--- config.mk ---
export PLATFORM = sky130hd
export DESIGN_NAME = mem_arbiter
export DESIGN_NICKNAME = d
export VERILOG_FILES = /design/src/rtl/mem_arbiter.sv
export SDC_FILE = /design/constraint.sdc
export NUM_CORES = 1
export LEC_CHECK = 0
export CORE_MARGIN = 4
export CORE_UTILIZATION = 31
export DETAILED_ROUTE_END_ITERATION = 10
export GPL_TIMING_DRIVEN = 1
export PLACE_DENSITY = 0.75
export SKIP_LAST_GASP = 1
export SLEW_MARGIN = 0
export SYNTH_ARGS = -nofsm -noshare
export SYNTH_HDL_FRONTEND = slang
export SYNTH_SLANG_ARGS = --single-unit
export TNS_END_PERCENT = 1
--- constraint.sdc ---
create_clock -name clk -period 1.76 [get_ports clk]
set_input_delay 0.352 -clock clk [delete_from_list [all_inputs] [get_ports clk]]
set_output_delay 0.352 -clock clk [all_outputs]
set_load 0.02 [all_outputs]
--- src/rtl/mem_arbiter.sv ---
// Arbiter for the single-port 256x8 unified memory shared by instruction fetch
// (read-only) and the load/store unit. The LSU has priority, and a starvation
// counter guarantees that instruction fetch still makes progress.
module mem_arbiter #(
  parameter int unsigned STARVE_LIMIT = 4
) (
  input  logic       clk,
  input  logic       rst,
  input  logic       flush,
  input  logic       if_req_valid,
  input  logic [7:0] if_req_addr,
  output logic       if_req_ready,
  output logic       if_resp_valid,
  output logic [7:0] if_resp_data,
  input  logic       ls_req_valid,
  input  logic       ls_req_wr,
  input  logic [7:0] ls_req_addr,
  input  logic [7:0] ls_req_wdata,
  output logic       ls_req_ready,
  output logic       ls_resp_valid,
  output logic [7:0] ls_resp_data,
  output logic       mem_enable,
  output logic       mem_wr,
  output logic [7:0] mem_addr,
  output logic [7:0] mem_wdata,
  input  logic [7:0] mem_rdata
);

  localparam logic [3:0] LIMIT = 4'(STARVE_LIMIT);

  // Handshake: a requester holds valid/addr/data stable until it sees ready=1
  // in the same cycle. That cycle is the transfer. The matching response
  // arrives exactly one cycle later and cannot be back-pressured.

  logic       if_eligible;
  logic       grant_if;
  logic       grant_ls;
  logic [3:0] starve_cnt;
  logic       if_resp_q;
  logic       ls_resp_q;
  logic [7:0] if_data_q;
  logic [7:0] ls_data_q;

  assign if_eligible = if_req_valid & ~flush;

  // The LSU wins unless fetch has already waited through STARVE_LIMIT LSU grants.
  always_comb begin
    grant_if = 1'b0;
    grant_ls = 1'b0;
    if (!rst) begin
      if (ls_req_valid && !(if_eligible && (starve_cnt == LIMIT))) begin
        grant_ls = 1'b1;
      end else if (if_eligible) begin
        grant_if = 1'b1;
      end
    end
  end

  assign if_req_ready = grant_if;
  assign ls_req_ready = grant_ls;

  always_comb begin
    mem_enable = 1'b0;
    mem_wr     = 1'b0;
    mem_addr   = 8'h00;
    mem_wdata  = 8'h00;
    if (grant_ls) begin
      mem_enable = 1'b1;
      mem_wr     = ls_req_wr;
      mem_addr   = ls_req_addr;
      mem_wdata  = ls_req_wdata;
    end else if (grant_if) begin
      mem_enable = 1'b1;
      mem_addr   = if_req_addr;
    end
  end

  always_ff @(posedge clk) begin
    if (rst) begin
      starve_cnt <= 4'd0;
    end else if (grant_if || !if_eligible) begin
      starve_cnt <= 4'd0;
    end else if (grant_ls) begin
      starve_cnt <= (starve_cnt == LIMIT) ? LIMIT : starve_cnt + 4'd1;
    end
  end

  // Data registers fall back to zero whenever their port was not granted.
  always_ff @(posedge clk) begin
    if (rst) begin
      if_resp_q <= 1'b0;
      ls_resp_q <= 1'b0;
      if_data_q <= 8'h00;
      ls_data_q <= 8'h00;
    end else begin
      if_resp_q <= grant_if;
      ls_resp_q <= grant_ls;
      if_data_q <= grant_if ? mem_rdata : 8'h00;
      ls_data_q <= (grant_ls && !ls_req_wr) ? mem_rdata : 8'h00;
    end
  end

  // Masking with rst drops the response of a grant made just before reset.
  assign if_resp_valid = if_resp_q & ~flush & ~rst;
  assign if_resp_data  = rst ? 8'h00 : if_data_q;
  assign ls_resp_valid = ls_resp_q & ~rst;
  assign ls_resp_data  = rst ? 8'h00 : ls_data_q;

endmodule

After elaboration in Yosys (flattened, before gate mapping)
Index checks and enable logic that the tools add are counted.

operators by class
  add/subtract/negate cells = 1
  multipliers = 0
  divide/modulo/power cells = 0
  magnitude comparators = 0
  eq/ne operators = 1
  shift-type cells = 0
  muxes and demuxes = 14
  bitwise logic cells = 8
  reduce and logical (&&, ||, !) cells = 10

operators with widths
  operator                                       number
  two-way mux 8 bit                              5
  two-way mux 1 bit                              8
  OR reduction 2 bit                             3
  adder 4 x 1 -> 4 bit, second input constant    1
  AND 1 bit                                      4
  == test 4 x 3 -> 1 bit, second input constant  1
  two-way mux 4 bit                              1
  NOT 1 bit                                      4
  logical AND 1 bit                              3
  zero test 1 bit                                3
  logical OR 1 bit                               1

word-level totals
  register bits = 22
  bits in latches = 0
  RAM bits = 0
  bits in read-only memories = 0
  input bits = 38
  output and inout bits = 38
  memories = 0

Depth between registers and ports, before layout
Gate-level depths: netlist of the first run.

  word-level depth = 10
  mapped depth = 6
  depth with buffers taken out = 5

Least setup slack after synthesis of the first run
No wires, ideal clock.

  path kind = reg2out
  from = reg starve_cnt[0]
  to = out mem_enable
  data arrival time = 1,687 ps
  setup slack = -279 ps
  cell stages (with the launch flop) = 7
  cells stage by stage = dfxtp_1 > inv_1 > ha_1 > and4bb_4 > a21o_1 > buf_4 > o21ai_0

on the way
  cells in the longest elaborated chain, start to end = 8
  elaborated cells on any way between the ends = 10
  those cells by class = eq/ne: 1; mux: 6; reduce/logical: 3

RTL lines
  what                        RTL line  source
  start, declared             38        logic [3:0] starve_cnt;
  start signal, assigned      84        starve_cnt <= (starve_cnt == LIMIT) ? LIMIT : starve_cnt + 4'd1;
  == test 4 x 3 -> 1 bit (*)  51        if (ls_req_valid && !(if_eligible && (starve_cnt == LIMIT))) begin
  logical AND 1 bit (*)       51
  zero test 1 bit (*)         51
  logical AND 1 bit (*)       51
  two-way mux 1 bit           51
  two-way mux 1 bit           50        if (!rst) begin
  two-way mux 1 bit           72        end else if (grant_if) begin
  two-way mux 1 bit (*)       67        if (grant_ls) begin
  end, declared               22        output logic mem_enable,

Every way passes the cells marked *; elsewhere a longest branch is shown, timed or not.

Worst setup path in the final report of the first run
  from = in if_req_valid
  to = out mem_addr[2]

on the way
  cells in the longest elaborated chain, start to end = 8
  elaborated cells on any way between the ends = 11
  those cells by class = mux: 7; bitwise: 1; reduce/logical: 3

RTL lines
  what                   RTL line  source
  start, declared        10        input logic if_req_valid,
  AND 1 bit (*)          44        assign if_eligible = if_req_valid & ~flush;
  logical AND 1 bit      51
  zero test 1 bit        51
  logical AND 1 bit      51
  two-way mux 1 bit      51
  two-way mux 1 bit      50
  two-way mux 8 bit      72
  two-way mux 8 bit (*)  67
  end, declared          24        output logic [7:0] mem_addr,

Marks and branches as above.

==> qor.csv, run 1 <==
metric,value,unit
PwrDens,538,nW/um^2
CP required,1.41,ns
Tot GR Track Use,0.157,
hold buffer count at CTS,0,
met2 GRT Util,0.298,
ys async rst share,0,
"most common cell after layout, fill and taps aside",clkdlybuf4s50_1,
Pleak,1.04,nW
Final Util,0.681,
final worst-path cycle share,1.27,
worst path cell trace,"clkdlybuf4s50_1, and4bb_4, a21o_1, buf_12, mux2i_4, buf_6",
dpl cells,257,
Detail Route Antenna Nets,0,
# port buffers,75,
Num CTS Buffers,3,
critical path's slowest cell,clkdlybuf4s50_1,
Critical Path AT,1.88,ns
Mapped Avg Cell Area,9.10,um^2
Worst Tran Pin Value,0.241,ns
WL per Instance,13.2,um
Final WS setup,-0.470,ns
die footprint,4600,um^2
status,finished with violations,
routed vias,1176,
synthesized flop and latch total,22,
GR Overflow Total,0,
layout cell share with drive strength beyond 1,0.339,
diode count,0,
htree depth,1,
grt peak-use layer,met2,
Fin. Hold Viols,0,
ys flop type,dfxtp_1,
Worst Setup Start Kind,input pin,
"leading cell types in the layout, fill and taps excluded","clkdlybuf4s50_1, dfxtp_1, buf_6",
clock slew seen by the registers of the worst setup and hold paths,0.12,ns
Mapped Cells,122,
largest net degree at the start of global routing,19,
Non-Filler Instances,264,
initial antenna violation count,0,
DR pass1 iterations,4,
RSZ-0062 raised after global routing,yes,
Peak Freq,449,MHz
Setup WS pre-CTS,-0.913,ns
initial core utilization,0.327,
CP endpoint kind,output port,
I/O pin count,76,
Max clock buf depth,2,
Rows,21,
Tightest Hold Check Type,register to register,
Syn Nets,162,
DIE WIDTH,67.8,um
global-route wire length before repair,5430,um
met1 Usage GRT,0.171,
Root Buffer,clkbuf_4,
Final TNS setup,-13.93,ns
class of the most critical setup path,input pin to output port,
synth unique cells,25,
Post-synth EDFFs,0,
number of fill cells,266,
CTS tree,yes,
GR met3 Demand/Resource,0.0411,
"delay-heaviest family, CP",buffers and inverters,
synthesis-to-layout area growth,108,%
WL final,3480,um
Final HPWL DP,2740,um
synthesis warning total,0,
Pins Over Slew Limit,0,
storage element area,443,um^2
post-layout net count,259,
Clock Latency Late Sink,0.31,ns
core area,3390,um^2
1st-iter DRT viols,9,
failing checks,negative setup slack,
multi-input logic area,757,um^2
"Seq/Total Area, Yosys",0.397,
final hold slack,0.543,ns
Final min period,2.23,ns
vias in the first global route,1195,
# DRC,0,
Rel. slew slack,0.839,
VDD IR max,516,uV
drt via density,4.45,
Worst path max stage delay,0.49,ns
Clock Sinks,22,
Die H,67.8,um
# Max-Cap Violations,0,
Routability Congestion,0.778,
Synth Cell Area,1110,um^2
Crit Path Max Fanout,8,
final setup fails,38,
crit path buf inv count,3,
Max Clock Skew,0.0108,ns
layout make-up:
type	instances	area share
Inverter	5	0.00813
Clock inverter	1	0.0130
Multi-Input combinational cell	89	0.328
Clock buffer	3	0.00976
Sequential cell	22	0.192
Timing Repair Buffer	98	0.424
Tap cell	46	0.0249
cell families after synthesis:
kind of cell / after synthesis / synth area share
AO/OA/AOI/OAI: 6 / 0.0654
buffers and inverters: 11 / 0.0462
multiplexers: 8 / 0.0722
adder cells (fa/ha/maj): 2 / 0.0225
XOR/XNOR: 1 / 0.00789
flip-flops: 22 / 0.397
AND/OR/NAND/NOR: 72 / 0.389
state kept, by name (all words and copies together), names as in the netlist:
register,cells
if_data_q,8
if_resp_q,1
ls_data_q,8
ls_resp_q,1
starve_cnt,4
worst reg2reg max path, stage by stage (launching register included):
cell	delay, ns
dfxtp_2	0.36
inv_2	0.04
ha_4	0.15
and4bb_4	0.19
buf_6	0.12
buf_4	0.13
a2111oi_4	0.32
buf_4	0.19
and2_1	0.12
layer usage:
metal	vias up	wire, um	part of all wire
met2	39	1870	0.54
met5	-	0	0
met4	0	38	0.011
li1	584	-	-
met1	548	1340	0.38
met3	5	234	0.067
path summary, 6_finish.rpt:
check / start / end / slack, ns / cells after the start
setup / recovery: if_req_valid / mem_addr[2] / -0.47 / 6
setup reg to reg: starve_cnt[1] / ls_data_q[4] / 0.08 / 8
hold reg to reg: starve_cnt[0] / starve_cnt[0] / 0.54 / 2
hold / removal: starve_cnt[0] / starve_cnt[0] / 0.54 / 2
power by group:
part	switching [mW]	internal, mW
sequential	0.00221	0.508
clock	0.152	0.230
combinational	0.138	0.212
total	0.292	0.950
cell usage after synthesis (all sizes together), types with 2 or more instances:
library cell  number  share of area
mux2i              8          0.072
ha                 2          0.023
clkbuf             2         0.0068
nor2b             17          0.096
nand2             10          0.034
buf                4          0.023
a211oi             2          0.025
and3               8          0.045
nor3               3          0.014
dfxtp             22           0.40
nor2               2         0.0068
nand2b             8          0.045
and2              20           0.11
inv                5          0.017
stage by stage:
step                      area, um^2  power [mW]
after global routing            2310        1.30
after detailed placement        2210       0.857
after floorplan                 1260       0.669
after global placement          2210       0.852
after CTS                       2300        1.25
final                           2310        1.24
repair_timing:
| action | CTS | global route |
|---|---|---|
| pin swaps | 9 | 1 |
| resized for setup | 132 | 0 |
| setup buffers | 0 | 1 |
| cloned | 2 | 0 |
| endpoints found under the setup margin | 38 | 44 |
| hold endpoints to repair | 0 | 0 |
Note: power is estimated with default switching activity, not from simulation.
==> inputs of run 2 (changes only) <==
Settings changed: CORE_MARGIN 4 to unset.
==> qor.csv, run 2 (same netlist as run 1, synthesis figures left out) <==
metric,value,unit
status,finished with violations,
failing checks,negative setup slack,
CTS tree,yes,
Non-Filler Instances,265,
routed vias,1183,
core area,3390,um^2
synthesis-to-layout area growth,106,%
# Max-Cap Violations,0,
WL per Instance,12.9,um
Num CTS Buffers,3,
crit path buf inv count,4,
Final WS setup,-0.405,ns
Max clock buf depth,2,
WL final,3420,um
PwrDens,541,nW/um^2
"delay-heaviest family, CP",buffers and inverters,
clock slew seen by the registers of the worst setup and hold paths,0.12,ns
DR pass1 iterations,4,
Root Buffer,clkbuf_4,
critical path's slowest cell,dfxtp_2,
final setup fails,46,
"most common cell after layout, fill and taps aside",clkdlybuf4s50_1,
Worst Tran Pin Value,0.249,ns
die footprint,3820,um^2
RSZ-0062 raised after global routing,yes,
post-layout net count,260,
CP endpoint kind,output port,
Die H,61.8,um
htree depth,1,
vias in the first global route,1118,
largest net degree at the start of global routing,19,
"leading cell types in the layout, fill and taps excluded","clkdlybuf4s50_1, buf_4, dfxtp_1",
Rows,21,
Fin. Hold Viols,0,
Worst path max stage delay,0.35,ns
CP required,1.41,ns
Max Clock Skew,0.00598,ns
final worst-path cycle share,1.23,
Final HPWL DP,2740,um
Rel. slew slack,0.832,
1st-iter DRT viols,22,
# DRC,0,
GR Overflow Total,0,
Final min period,2.16,ns
VDD IR max,292,uV
Peak Freq,462,MHz
initial core utilization,0.327,
Tightest Hold Check Type,register to register,
diode count,0,
Critical Path AT,1.81,ns
# port buffers,75,
Final Util,0.673,
Detail Route Antenna Nets,0,
Worst Setup Start Kind,register,
hold buffer count at CTS,0,
Routability Congestion,0.710,
final hold slack,0.534,ns
top flop regs,"if_data_q (8), ls_data_q (8), starve_cnt (4)",
layout cell share with drive strength beyond 1,0.347,
I/O pin count,76,
global-route wire length before repair,5180,um
class of the most critical setup path,register to output port,
Pins Over Slew Limit,0,
Pleak,1.04,nW
worst path cell trace,"inv_2, ha_4, and4bb_4, buf_6, a211oi_4, buf_6, and2_4, buf_6",
dpl cells,257,
drt via density,4.46,
DIE WIDTH,61.8,um
initial antenna violation count,0,
Crit Path Max Fanout,5,
Clock Sinks,22,
"most used cell, CP",buf_6,
Clock Latency Late Sink,0.30,ns
Tot GR Track Use,0.187,
[run 2: tightest hold or removal path, cell delays in order, from the launching register on]
cell and delay (ns):
dfxtp_2 0.35, buf_4 0.12, nor3_1 0.04
[run 2: metal layers]
layer	wire length (um)	track usage
met1	1350	0.212
met2	1860	0.363
met3	181	0.0393
met4	25	0.0317
met5	0	0
[run 2: per-stage QoR]
| stage | instance area (um^2) | setup TNS, ns | power (mW) | setup WS [ns] |
|---|---|---|---|---|
| final | 2280 | -12.34 | 1.23 | -0.405 |
| after floorplan | 1260 | -0.983 | 0.669 | -0.0780 |
| after global routing | 2280 | -16.06 | 1.29 | -0.481 |
| after global placement | 2190 | -28.83 | 0.843 | -0.890 |
| after detailed placement | 2190 | -31.28 | 0.853 | -0.962 |
| after CTS | 2270 | -13.02 | 1.24 | -0.437 |
[run 2: path summary, 6_finish.rpt]
check,startpoint,cells after the start,end,slack [ns]
setup / recovery,starve_cnt[0],8,mem_wdata[6],-0.40
hold / removal,starve_cnt[0],2,starve_cnt[0],0.53
setup reg to reg,starve_cnt[0],9,ls_data_q[3],-0.04
hold reg to reg,starve_cnt[0],2,starve_cnt[0],0.53
[run 2: area by class of cell]
| class | count | area [um^2] |
|---|---|---|
| clock inverter | 1 | 30.0 |
| fill | 259 | 1110 |
| sequential | 22 | 443 |
| timing repair buffer | 99 | 946 |
| multi-input combinational | 89 | 764 |
| tap | 46 | 57.6 |
| inverter | 5 | 18.8 |
| clock buffer | 3 | 22.5 |
[run 2: power by group]
group          total, mW  internal (mW)  switching (mW)
sequential         0.510          0.508         0.00206
combinational      0.344          0.204           0.141
clock              0.379          0.230           0.150
[run 2: timing repair]
action / in CTS / in global routing
resized for setup: 130 / 4
endpoints found under the hold margin: 0 / 0
pin swaps: 3 / 3
setup buffers: 2 / 0
gates cloned: 2 / 0
endpoints found under the setup margin: 38 / 46
